[src/rtl/vga_layer_mixer.sv]
// VGA 640x480@60 raster generator and fixed-priority layer compositor.
// Runs off the 50 MHz clock with a 2-clk pixel phase; all pins registered.
module vga_layer_mixer #(
   parameter int H_VISIBLE  = 640,
   parameter int H_FRONT    = 16,
   parameter int H_SYNC     = 96,
   parameter int H_BACK     = 48,
   parameter int V_VISIBLE  = 480,
   parameter int V_FRONT    = 10,
   parameter int V_SYNC     = 2,
   parameter int V_BACK     = 33,
   parameter int NUM_LAYERS = 4
) (
   input  logic                       clk,
   input  logic                       reset,
   input  logic [29:0]                bg_rgb,
   input  logic [30*NUM_LAYERS-1:0]   layer_rgb,
   input  logic [NUM_LAYERS-1:0]      layer_printed,
   output logic [9:0]                 px,
   output logic [9:0]                 py,
   output logic [9:0]                 vga_r,
   output logic [9:0]                 vga_g,
   output logic [9:0]                 vga_b,
   output logic                       vga_hs,
   output logic                       vga_vs,
   output logic                       vga_blank_n,
   output logic                       vga_sync_n,
   output logic                       vga_clk,
   output logic                       frame_start
);

   localparam int H_TOTAL = H_VISIBLE + H_FRONT + H_SYNC + H_BACK;
   localparam int V_TOTAL = V_VISIBLE + V_FRONT + V_SYNC + V_BACK;

   localparam logic [9:0] HV   = 10'(H_VISIBLE);
   localparam logic [9:0] HS0  = 10'(H_VISIBLE + H_FRONT);
   localparam logic [9:0] HS1  = 10'(H_VISIBLE + H_FRONT + H_SYNC - 1);
   localparam logic [9:0] HMAX = 10'(H_TOTAL - 1);
   localparam logic [9:0] VV   = 10'(V_VISIBLE);
   localparam logic [9:0] VS0  = 10'(V_VISIBLE + V_FRONT);
   localparam logic [9:0] VS1  = 10'(V_VISIBLE + V_FRONT + V_SYNC - 1);
   localparam logic [9:0] VMAX = 10'(V_TOTAL - 1);

   logic        ph;
   logic        vis;
   logic [29:0] mix;

   assign vga_clk    = ph;
   assign vga_sync_n = 1'b0;
   assign vis        = (px < HV) && (py < VV);

   // Walk from lowest priority up so layer 0 overrides everything.
   always_comb begin
      mix = bg_rgb;
      for (int k = NUM_LAYERS - 1; k >= 0; k--) begin
         if (layer_printed[k]) mix = layer_rgb[30*k +: 30];
      end
   end

   always_ff @(posedge clk or posedge reset) begin
      if (reset) begin
         ph          <= 1'b0;
         px          <= '0;
         py          <= '0;
         vga_r       <= '0;
         vga_g       <= '0;
         vga_b       <= '0;
         vga_blank_n <= 1'b0;
         vga_hs      <= 1'b1;
         vga_vs      <= 1'b1;
         frame_start <= 1'b0;
      end else begin
         ph          <= ~ph;
         frame_start <= 1'b0;
         if (ph) begin
            {vga_r, vga_g, vga_b} <= vis ? mix : 30'd0;
            vga_blank_n <= vis;
            vga_hs      <= !((px >= HS0) && (px <= HS1));
            vga_vs      <= !((py >= VS0) && (py <= VS1));
            if (px == HMAX) begin
               px          <= '0;
               py          <= (py == VMAX) ? 10'd0 : py + 10'd1;
               frame_start <= (py == VMAX);
            end else begin
               px <= px + 10'd1;
            end
         end
      end
   end

endmodule
[config.mk]
export PLATFORM = sky130hd
export DESIGN_NAME = vga_layer_mixer
export DESIGN_NICKNAME = d
export VERILOG_FILES = /design/src/rtl/vga_layer_mixer.sv
export SDC_FILE = /design/constraint.sdc
export NUM_CORES = 1
export LEC_CHECK = 0
export ABC_AREA = 1
export CORE_MARGIN = 3
export CORE_UTILIZATION = 30
export DETAILED_ROUTE_END_ITERATION = 10
export PLACE_DENSITY_LB_ADDON = 0.2
export SLEW_MARGIN = 20
export SYNTH_ARGS = -nofsm -noshare
export SYNTH_HDL_FRONTEND = slang
export SYNTH_SLANG_ARGS = --single-unit
[constraint.sdc]
create_clock -name clk -period 2 [get_ports clk]
set_input_delay 0.4 -clock clk [delete_from_list [all_inputs] [get_ports clk]]
set_output_delay 0.4 -clock clk [all_outputs]
set_load 0.05 [all_outputs]
==> results.cfg <==
[route]
drc = 0
first_iter_violations = 412
drtAntennaViolNets = 0
avgRoutedWirePerCell_um = 14.2
wl_mm = 13.4
vias = 4308
dr.pass1.iters = 5
viasPerCell = 4.56

[critical_path]
crit_path_start_kind = flop
crit_buf_inv = 1
r2r-start = py[5]$_DFFE_PP0P_
cp.required_ns = 1.60
end_kind = output pin
cp-startpoint = py[9]$_DFFE_PP0P_
timing.rr.end = vga_r[0]$_DFFE_PP0P_
cp.depth = 1
crit_chain = clkdlybuf4s50_1
r2r_setup_slack_ns = 0.45
crit_family = buffers and inverters
path_class = reg2out
cpMaxStageDelayCell = clkdlybuf4s50_1
path_max_fanout = 6
arrival_ns = 1.54
max_stage_delay_ns = 0.83
reg2reg_depth = 8

[timing]
max_freq_mhz = 514
rsz0062_at_grt = false
finalCritPeriodShare_pct = 97.2
setup_viol = 0
period_needed_ns = 1.94
tns_ns = 0
hold_viol = 0
slew_violations = 0
worst_slack_ns = 0.0562
skew_ns = 0.00586
tightest_slew_ns = 0.548
relSlewSlack_pct = 63.3

[clock_network]
insertion_delay_ns = 0.28
path_clk_slew_ns = 0.07
cts_tree = built
cts_num_sinks = 55
holdBufCountCts = 0
cts_max_level = 2
cts_root_buf = clkbuf_16
cts.path.max_buffers = 2
cts-resized-gates = 0
cts_buffers = 5
cts_setup_buffers = 0

[synth]
syn_inst = 578
synth_nets = 738
synth_cell_types = 29
synth-async-reset-ratio_pct = 100
seq_area_frac_synth_pct = 37.0
synth-edff-count = 0
yosys_warnings = 0
avgSynthCellArea_sq_um = 6.45
synth_seq_cells = 55
synth-main-ff-cell = dfrtp_1
synth_area_sq_um = 3730

[pwr]
p_int_mw = 2.13
swShare_pct = 30.0
netSwitchingPower_mw = 0.911
seqPwrFrac_pct = 39.5
comb_power_share_pct = 31.2
ir_drop_v = 0.000301
p_leak_nw = 2.75
clkPwrFrac_pct = 29.2
powerDensity_nw_per_um2 = 496

[layout]
layout-drive-gt1-share_pct = 8.38
diodes = 0
final_nets = 935
synthToLayoutAreaGrowth_pct = 64.4

[global_route]
grt_max_degree = 61
grt_pass1_wl_mm = 21.6
grt_pass1_vias = 4296
grt-ovfl-total = 0
grt_usage_pct = 18.9
antenna_found_initial = 0

[hold_path]
hold_path.startpoint = vga_vs$_DFFE_PP1P_
holdPathStages = 2
hp-class = reg2reg
min_to = vga_vs$_DFFE_PP1P_

[place]
dp_hpwl_mm = 10.8
gp_congestion = 0.933
portBuffers = 210
pre_cts_slack_ns = 0.123

[floorplanning]
die_h_um = 117
initial_core_util_pct = 30.9
ios = 212
core_sq_um = 12100
die-area_sq_um = 13800
num_rows = 40
die_x_um = 117

[job]
max_cap_violations = 0

[status]
status = finished clean
## power groups by stage
stage | clock network [mW] | logic, mW | registers (mW)
finish | 0.888 | 0.949 | 1.20
global route | 0.969 | 1.03 | 1.21
CTS | 0.916 | 0.953 | 1.20
detailed placement | 0 | 0.952 | 1.22
global placement | 0 | 0.951 | 1.22
floorplan | 0 | 0.241 | 1.42
## cell families after synthesis
kind of cell / count (synthesis) / synth area share (%)
xor gates and xnor gates: 8 / 1.88
DFF: 55 / 37.0
and+or+nand+nor: 343 / 37.9
adders and majority gates: 4 / 1.34
buffers and inverters: 60 / 7.05
other: 1 / 0.101
AOI/OAI and AO/OA: 107 / 14.7
## sequential cells by signal (all words and copies together), names as in the netlist
register and cells:
vga_b 10, frame_start 1, vga_clk 1, vga_r 10
vga_vs 1, px 10, vga_blank_n 1, vga_g 10
vga_hs 1, py 10
## stage by stage
step                total power [mW]  hold slack (ns)  cell area [sq um]  instances  utilization (%)
finish                          3.04            0.475               6130        944             50.8
floorplan                       1.66            0.582               3730        578                -
CTS                             3.07            0.480               6120        944             50.7
global route                    3.20            0.503               6130        944             50.8
global placement                2.17            0.465               5970        936             49.5
detailed placement              2.17            0.466               5970        936             49.5
## layout make-up
type	instances	area, sq um
clock buffer	7	143
clock inverter	1	8.76
fill	1184	5930
inverter	26	103
multi-input combinational	463	2080
sequential	55	1380
tap	168	210
timing repair buffer	224	2200
## cells in the final DEF (no fill, tap or decap), types with 5 or more instances in the layout
cell type | Yosys | layout
dfrtp_1 | 53 | 53
clkdlybuf4s50_1 | 0 | 180
buf_4 | 4 | 35
xor2_1 | 5 | 5
nand2_1 | 195 | 195
o21ai_1 | 13 | 13
nor2_1 | 85 | 85
nand3_1 | 46 | 46
o21ai_0 | 58 | 58
clkbuf_16 | 0 | 5
a21oi_1 | 32 | 32
inv_1 | 23 | 22
## routing by layer
| metal | GRT usage, % | up-vias | wire, um |
|---|---|---|---|
| li1 | - | 2246 | - |
| met2 | 32.2 | 146 | 6380 |
| met1 | 24.7 | 1906 | 5920 |
| met3 | 4.58 | 10 | 931 |
| met5 | 0 | - | 0 |
| met4 | 3.74 | 0 | 184 |
## worst max path at each step
| stage | to |
|---|---|
| floorplan | py[2]$_DFFE_PP0P_ |
| global placement | vga_g[3]$_DFFE_PP0P_ |
| detailed placement | vga_g[3]$_DFFE_PP0P_ |
| global route | py[1] |
| finish | py[9] |
| CTS | px[3] |
## synth_stat cells, types with 4 or more instances
library cell | number | share of area, %
o21ai_1 | 13 | 1.7
nand4_1 | 4 | 0.67
nand3_1 | 46 | 6.2
nor2_1 | 85 | 8.6
clkbuf_1 | 24 | 2.4
xor2_1 | 5 | 1.2
buf_4 | 4 | 0.81
buf_1 | 4 | 0.40
nand2_1 | 195 | 20
inv_1 | 23 | 2.3
dfrtp_1 | 53 | 36
o21ai_0 | 58 | 7.8
ha_1 | 4 | 1.3
a21oi_1 | 32 | 4.3
(Power assumes the default switching activity.)
